**config.mk**
```make
export PLATFORM = sky130hd
export DESIGN_NAME = pe_ws_dbuf
export DESIGN_NICKNAME = d
export VERILOG_FILES = /design/src/rtl/pe_pkg.sv /design/src/rtl/pe_mac_sat.sv /design/src/rtl/pe_ws_dbuf.sv
export SDC_FILE = /design/constraint.sdc
export NUM_CORES = 1
export LEC_CHECK = 0
export CORE_AREA = 2 2 123 125
export CTS_CLUSTER_DIAMETER = 120
export DETAILED_ROUTE_END_ITERATION = 6
export DIE_AREA = 0 0 125 127
export PLACE_DENSITY_LB_ADDON = 0.12
export SYNTH_ARGS = -nofsm -noshare
export SYNTH_HDL_FRONTEND = slang
export SYNTH_SLANG_ARGS = --single-unit
export TNS_END_PERCENT = 5
```
**constraint.sdc**
```tcl
create_clock -name clk -period 21.4 [get_ports clk]
set_input_delay 4.28 -clock clk [delete_from_list [all_inputs] [get_ports clk]]
set_output_delay 4.28 -clock clk [all_outputs]
set_load 0.01 [all_outputs]
```
**src/rtl/pe_pkg.sv**
```systemverilog
// Shared definitions for the weight-stationary double-buffered PE:
// command encodings and accumulator limit helper.
package pe_pkg;

  typedef enum logic [1:0] {
    PE_NOP   = 2'b00,
    PE_MAC   = 2'b01,
    PE_SWAP  = 2'b10,
    PE_FLUSH = 2'b11
  } pe_ctrl_e;

  // Widest accumulator the limit helper can describe.
  localparam int ACC_MAX_W = 128;

  // Largest (want_max = 1) or smallest (want_max = 0) value representable in
  // 'width' bits, as a zero-padded bit pattern.
  function automatic logic [ACC_MAX_W-1:0] acc_limit(
    input int   width,
    input logic is_signed,
    input logic want_max
  );
    logic [ACC_MAX_W-1:0] v;
    v = '0;
    for (int i = 0; i < ACC_MAX_W; i++) begin
      if (i < width - 1) begin
        v[i] = want_max;
      end else if (i == width - 1) begin
        v[i] = is_signed ? ~want_max : want_max;
      end
    end
    return v;
  endfunction

endpackage

```
**src/rtl/pe_mac_sat.sv**
```systemverilog
// Combinational multiply-accumulate: extends the product to the accumulator
// width, adds the incoming partial sum, flags overflow and optionally clamps.
module pe_mac_sat
  import pe_pkg::*;
#(
  parameter int WORD_WIDTH = 8,
  parameter int ACC_WIDTH  = 32,
  parameter int SIGNED     = 1,
  parameter int SATURATE   = 0
) (
  input  logic [WORD_WIDTH-1:0] i_a,
  input  logic [WORD_WIDTH-1:0] i_w,
  input  logic [ACC_WIDTH-1:0]  i_psum,
  output logic [ACC_WIDTH-1:0]  o_sum,
  output logic                  o_ovf
);

  localparam int PW = 2 * WORD_WIDTH;

  logic [PW-1:0]        w_prod;
  logic [ACC_WIDTH-1:0] w_ext;
  logic [ACC_WIDTH:0]   w_full;
  logic [ACC_WIDTH-1:0] w_raw;
  logic [ACC_WIDTH-1:0] w_max;
  logic [ACC_WIDTH-1:0] w_min;
  logic                 w_carry;
  logic                 w_sovf;
  logic                 w_ovf;

  generate
    if (SIGNED != 0) begin : g_signed
      logic signed [PW-1:0] w_as;
      logic signed [PW-1:0] w_ws;
      assign w_as   = PW'($signed(i_a));
      assign w_ws   = PW'($signed(i_w));
      assign w_prod = w_as * w_ws;
      assign w_ext  = ACC_WIDTH'($signed(w_prod));
    end else begin : g_unsigned
      assign w_prod = PW'(i_a) * PW'(i_w);
      assign w_ext  = ACC_WIDTH'(w_prod);
    end
  endgenerate

  assign w_full  = {1'b0, i_psum} + {1'b0, w_ext};
  assign w_raw   = w_full[ACC_WIDTH-1:0];
  assign w_carry = w_full[ACC_WIDTH];
  // Signed overflow: both addends agree in sign but the result does not.
  assign w_sovf  = (i_psum[ACC_WIDTH-1] == w_ext[ACC_WIDTH-1]) &&
                   (w_raw[ACC_WIDTH-1] != i_psum[ACC_WIDTH-1]);

  assign w_max = ACC_WIDTH'(acc_limit(ACC_WIDTH, SIGNED != 0, 1'b1));
  assign w_min = ACC_WIDTH'(acc_limit(ACC_WIDTH, SIGNED != 0, 1'b0));
  assign w_ovf = (SIGNED != 0) ? w_sovf : w_carry;

  always_comb begin
    o_sum = w_raw;
    o_ovf = w_ovf;
    // Overflow direction follows the sign of the partial sum when signed;
    // unsigned products are non-negative so only the top can be exceeded.
    if ((SATURATE != 0) && w_ovf) begin
      o_sum = ((SIGNED != 0) && i_psum[ACC_WIDTH-1]) ? w_min : w_max;
    end
  end

endmodule

```
**src/rtl/pe_ws_dbuf.sv**
```systemverilog
// Weight-stationary systolic PE with a shadow weight loaded over a shift
// chain, swapped into the active weight on command.
module pe_ws_dbuf
  import pe_pkg::*;
#(
  parameter int WORD_WIDTH = 8,
  parameter int ACC_WIDTH  = 32,
  parameter int SIGNED     = 1,
  parameter int SATURATE   = 0
) (
  input  logic                  clk,
  input  logic                  reset,
  input  logic [1:0]            ctrl_in,
  output logic [1:0]            ctrl_out,
  input  logic [WORD_WIDTH-1:0] a_in,
  input  logic                  a_valid_in,
  output logic [WORD_WIDTH-1:0] a_out,
  output logic                  a_valid_out,
  input  logic [ACC_WIDTH-1:0]  psum_in,
  input  logic                  psum_valid_in,
  output logic [ACC_WIDTH-1:0]  psum_out,
  output logic                  psum_valid_out,
  input  logic [WORD_WIDTH-1:0] w_in,
  input  logic                  w_load_in,
  output logic [WORD_WIDTH-1:0] w_out,
  output logic                  w_load_out,
  output logic                  overflow
);

  logic [1:0]            r_ctrl;
  logic [WORD_WIDTH-1:0] r_a;
  logic                  r_a_valid;
  logic [ACC_WIDTH-1:0]  r_psum;
  logic                  r_psum_valid;
  logic [WORD_WIDTH-1:0] r_shadow;
  logic [WORD_WIDTH-1:0] r_active;
  logic                  r_overflow;

  logic [ACC_WIDTH-1:0]  w_sum;
  logic                  w_ovf;
  logic                  w_mac_fire;

  pe_mac_sat #(
    .WORD_WIDTH (WORD_WIDTH),
    .ACC_WIDTH  (ACC_WIDTH),
    .SIGNED     (SIGNED),
    .SATURATE   (SATURATE)
  ) u_mac (
    .i_a    (a_in),
    .i_w    (r_active),
    .i_psum (psum_in),
    .o_sum  (w_sum),
    .o_ovf  (w_ovf)
  );

  assign w_mac_fire = (ctrl_in == PE_MAC) && a_valid_in && psum_valid_in;

  always_ff @(posedge clk or posedge reset) begin
    if (reset) begin
      r_ctrl    <= '0;
      r_a       <= '0;
      r_a_valid <= 1'b0;
    end else begin
      r_ctrl <= ctrl_in;
      if (ctrl_in == PE_FLUSH) begin
        r_a       <= '0;
        r_a_valid <= 1'b0;
      end else begin
        r_a       <= a_in;
        r_a_valid <= a_valid_in;
      end
    end
  end

  // Shadow shifts regardless of command; SWAP reads its pre-edge value.
  always_ff @(posedge clk or posedge reset) begin
    if (reset) begin
      r_shadow <= '0;
      r_active <= '0;
    end else begin
      if (w_load_in) begin
        r_shadow <= w_in;
      end
      if (ctrl_in == PE_SWAP) begin
        r_active <= r_shadow;
      end
    end
  end

  always_ff @(posedge clk or posedge reset) begin
    if (reset) begin
      r_psum       <= '0;
      r_psum_valid <= 1'b0;
      r_overflow   <= 1'b0;
    end else begin
      r_psum_valid <= 1'b0;
      case (ctrl_in)
        PE_MAC: begin
          if (w_mac_fire) begin
            r_psum       <= w_sum;
            r_psum_valid <= 1'b1;
            if (w_ovf) begin
              r_overflow <= 1'b1;
            end
          end
        end
        PE_SWAP: begin
          r_psum <= psum_in;
        end
        PE_FLUSH: begin
          r_psum     <= '0;
          r_overflow <= 1'b0;
        end
        default: begin
        end
      endcase
    end
  end

  assign ctrl_out       = r_ctrl;
  assign a_out          = r_a;
  assign a_valid_out    = r_a_valid;
  assign psum_out       = r_psum;
  assign psum_valid_out = r_psum_valid;
  assign w_out          = r_shadow;
  assign w_load_out     = w_load_in;
  assign overflow       = r_overflow;

endmodule

```
---- After elaboration in Yosys (flattened, before gate mapping) ----
Index checks and enable logic that the tools add are counted.
word-level totals
  bits in registers ....................... 61
  latch bits .............................. 0
  memory bits (writable) .................. 0
  memory bits (read-only) ................. 0
  input port bits ......................... 55
  output and inout bits ................... 54
  word-level logic and storage cells ...... 33
  memories kept ........................... 0
operators by class
  add/sub/neg operators ................... 1
  $mul .................................... 1
  divide/modulo/power cells ............... 0
  $lt $le $gt $ge ......................... 0
  equality and inequality tests ........... 7
  shift-type cells ........................ 0
  mux-type cells .......................... 9
  bitwise operators ....................... 0
  reduce and logical (&&, ||, !) cells .... 7
operator list
  cell                                                                     number
  32-bit one-hot mux with 3 select lines                                   1
  32-bit adder                                                             1
  32-bit two-way mux                                                       1
  8-bit by 8-bit multiplier with 16-bit output                             1
  8-bit two-way mux                                                        1
  1-bit two-way mux                                                        5
  2-bit equality test, second input constant                               2
  1-bit logical AND                                                        3
  3-bit AND reduction                                                      1
  3-bit nonzero test                                                       1
  2-bit by 1-bit equality test with 1-bit output, second input constant    1
  2-bit by 1-bit inequality test with 1-bit output, second input constant  1
  2-bit inequality test, second input constant                             1
  1-bit one-hot mux with 2 select lines                                    1
  2-bit AND reduction                                                      1
  2-bit nonzero test                                                       1
  1-bit equality test                                                      1
  1-bit inequality test                                                    1

---- Depth between registers and ports, before layout ----
  depth in word-level cells ............... 7
  gate-level depth with buffers ........... 31

---- Cells and area by module ----
From an unflattened synthesis, not the netlist that was laid out.
unflattened totals
  cells, all modules ...................... 754
  area total of the unflattened synthesis .. 7178.1 µm²
modules (own cells, without submodules)
  module      instances  cells each  area an instance (µm²)  sequential area each (µm²)
  pe_mac_sat  1          504         4139.0                  0.0
  pe_ws_dbuf  1          250         3039.2                  1526.5

---- Worst setup path before layout ----
Ideal clock, no wire load.
  path kind ............................... input-to-reg
  start ................................... in a_in[0]
  end ..................................... reg r_psum[31], in the netlist psum_out[31]
  setup time .............................. 69 ps
  arrival ................................. 10925 ps
  data required time ...................... 21331 ps
  path slack .............................. 10406 ps
  cell stages on the path ................. 28
  cell sequence ........................... nand2b_1 fa_1 fa_1 inv_1 fa_1 inv_1 fa_1 inv_1 ha_1 o21ai_0 nor2_1 nor4_1 a21oi_1 a211o_1 o211ai_1 xnor2_1 ha_1 clkbuf_1 and3_1 and3_1 a22o_1 o21ai_1 o211ai_2 a21o_1 a211oi_4 xor2_1 or3_1 nand3_1
between the ends
  word-level cells in the longest chain between the ends .. 4
ends and longest elaborated chain
  element                                       line               RTL
  start: declaration                            pe_ws_dbuf.sv:15   input logic [WORD_WIDTH-1:0] a_in,
  8-bit by 8-bit multiplier with 16-bit output  pe_mac_sat.sv:36   assign w_prod = w_as * w_ws;
  32-bit adder                                  pe_mac_sat.sv:44   assign w_full = {1'b0, i_psum} + {1'b0, w_ext};
  32-bit two-way mux                            pe_ws_dbuf.sv:99   if (w_mac_fire) begin
  32-bit one-hot mux with 3 select lines        pe_ws_dbuf.sv:97   case (ctrl_in)
  end signal: assignment                        pe_ws_dbuf.sv:100  r_psum <= w_sum;
  end signal: assignment                        pe_ws_dbuf.sv:108  r_psum <= psum_in;
  end: declaration                              pe_ws_dbuf.sv:33   logic [ACC_WIDTH-1:0] r_psum;
No other way between the ends. The select of a mux whose other input is x is not followed.
A chain may end at the register's enable or synchronous reset.

---- Worst setup path in the final report ----
  start ................................... in a_in[3]
  end ..................................... reg r_psum[31], in the netlist psum_out[31]
Same word-level chain as after synthesis.

==> impl_metrics.tcl <==
set metrics [dict create \
    tightest_slew_ps 1030 \
    synth_cell_type_count 53 \
    drc 0 \
    cts-root-buf "clkbuf_16" \
    wl_met3_um 911 \
    grt_first_pass_wirelength_um 27720 \
    status "finished clean" \
    finalNetCount 995 \
    syn-instance-count 718 \
    relSlewSlack_pct 30.99 \
    hpwl_um 12520 \
    hold_violations 0 \
    rsz0062_at_grt "false" \
    clock-sinks 61 \
    synth_top_area_cell "dfrtp_1" \
    antenna_found_initial 0 \
    cts_resized 0 \
    post-place-ws_ps 9594 \
    core_area_mm2 0.01442 \
    r2r_cells 27 \
    die_area_mm2 0.01588 \
    synth_edf_count 0 \
    cp_max_fo 20 \
    max_cap_viol_count 0 \
    r2r_setup_slack_ps 13940 \
    ys_seq_area_share_pct 23.62 \
    numCtsBuffers 9 \
    grt_pass1_vias 5680 \
    hp-class "reg -> reg" \
    fin_crit_sh_pct 53.53 \
    ys_ff_latch 61 \
    clk_latency_ps 350 \
    synthArstFlopShare_pct 100.0 \
    yosys_warnings 0 \
    ant_nets 0 \
    postCtsSetupBuffers 0 \
    startpoint_type "primary input" \
    die_x_um 125 \
    gr-total-overflow 0 \
    dr_wl_met2_um 7816 \
    crit_required_ps 21680 \
    synth_area_mm2 0.006464 \
    yosysTopAreaCellShare_pct 23.62 \
    drive_gt1_share_pct 5.797 \
    slowest_delay_ps 810 \
    die_h_um 127 \
    avgViaCountPerCell 5.336 \
    fin_ws_ps 9944 \
    cts_buffer_depth 2 \
    wl_per_cell_um 16.17 \
    slowest_stage "xnor2_2" \
    reg2reg_from "r_active[7]" \
    synthFlopType "dfrtp_1" \
    wl_met1_um 7327 \
    clock_skew_ps 8.754 \
    first_iter_violations 267 \
    htree_levels 3 \
    grt.total_usage_pct 21.64 \
    drt_first_pass_iters 4 \
    crit_type "in -> reg" \
    cts_tree "built" \
    place_congestion 0.8804 \
    crit_arrival_ps 11730 \
    syn_to_final_growth_pct 24.45 \
    yosys-top-cells-area "dfrtp_1 24%, fa_1 17%, ha_1 12%, inv_1 5.9%, and2_1 5.2%" \
    crit_end "psum_out[31]" \
    ios 109 \
    n_antenna_cell 0 \
    final_max_slew_viol_count 0 \
    start_util_pct 44.81 \
    period_minus_slack_ps 11460 \
    placementRows 44 \
    finalSetupViolCount 0 \
    clkSlewWorstSetupHoldPaths_ps 60 \
    timing.fmax_mhz 87.29 \
    crit_start "a_in[3]" \
    setup_tns_ps 0 \
    cts_hold_buf 0 \
    port_buffers 108 \
    wl_um 16360 \
    end_kind "flip-flop" \
    grt_max_degree 62 \
    top_layer "met4" \
    syn_nets 890 \
    post_synth.cell_area_avg_um2 9.002 \
    dr_total_vias 5400 \
    worstReg2RegEnd "psum_out[31]" \
]
-- sequential cells by signal, indices dropped and copies added (netlist names) --
signal,count
r_active,8
overflow,1
psum_out,32
psum_valid_out,1
a_valid_out,1
a_out,8
ctrl_out,2
w_out,8
-- area by class of cell --
cell class / instances / area, um^2
clock buffers: 10 / 239.0
clock inverters: 6 / 62.56
fillers: 1314 / 6380
inverters: 103 / 386.6
multi-input cells: 536 / 4488
flip-flops and latches: 61 / 1526
well taps: 184 / 230.2
repair buffers: 112 / 1111
-- Yosys cell counts, drive strengths merged (3+ instances only) --
master,number
fa,56
nand3,12
and3,7
ha,61
mux2i,4
or3,4
xnor2,30
nand2,44
nor2,46
o21bai,10
a21o,14
o21a,6
a21oi,66
o22ai,3
and2,54
xor2,14
a221oi,3
nor2b,11
nor4,3
dfrtp,61
a211oi,4
clkbuf,16
nor3,3
o21ai,38
a22oi,3
mux2,17
inv,102
-- layout by cell type (no fill, tap or decap), types with 3 or more instances in the layout --
master,n
a21oi_1,65
o21a_1,6
a211oi_1,3
a21o_1,14
or3_1,4
and2_1,54
o21ai_1,4
inv_1,101
dfrtp_1,61
xnor2_1,29
nor4_1,3
o22ai_1,3
nand2_1,44
nor2b_1,11
clkdlybuf4s50_1,108
mux2_2,17
fa_1,56
buf_4,4
o21bai_1,10
clkinvlp_4,3
nor2_1,45
a22oi_1,3
o21ai_0,33
ha_1,61
and3_1,7
clkbuf_16,9
xor2_1,14
mux2i_1,4
nand3_1,12
-- how the worst min path moves through the flow --
stage / from / to / cells after the start
6_report: psum_out[24] / psum_out[24] / 2
3_5_place_dp: psum_out[5] / psum_out[5] / 2
4_1_cts: psum_out[5] / psum_out[5] / 2
5_1_grt: psum_out[5] / psum_out[5] / 2
2_1_floorplan: overflow / overflow / 2
3_3_place_gp: psum_out[24] / psum_out[24] / 2
-- metal layers --
metal  global-route usage (%)  up-vias
met2                    35.10      146
met3                    4.899       26
met4                    6.928        0
li1                         -     2597
met5                        0        -
met1                    29.02     2631
-- cells by family (layout without fill, tap and decap cells) --
logic type               after synthesis  after routing  synth area share, %
buffers and inverters                121            231                7.104
AND/OR/NAND/NOR                      190            190                14.71
XOR/XNOR                              44             44                5.962
AO/OA/AOI/OAI                        164            164                15.87
multiplexers                          21             21                3.581
flip-flops                            61             61                23.62
adder cells (fa/ha/maj)              117            117                29.15
-- critical path: cells and delay by family --
kind | cells | cell delay [ps]
adders and majority gates | 6 | 2850
and+or+nand+nor | 7 | 1360
AOI/OAI and AO/OA | 9 | 1540
xor gates and xnor gates | 2 | 930
buffers and inverters | 5 | 750
-- stage by stage --
stage	area [um^2]	hold WS [ps]	std cells	utilization, %
final	8044	520.2	1012	55.77
after global routing	8044	544.1	1012	55.77
after CTS	8044	519.6	1012	55.77
after detailed placement	7742	507.2	996	53.68
after global placement	7742	489.5	996	53.68
after floorplan	6464	522.4	718	-
Power is left out: the tool's default activity adds up to more than one toggle a clock period on the data nets, which glitch-free logic cannot reach.
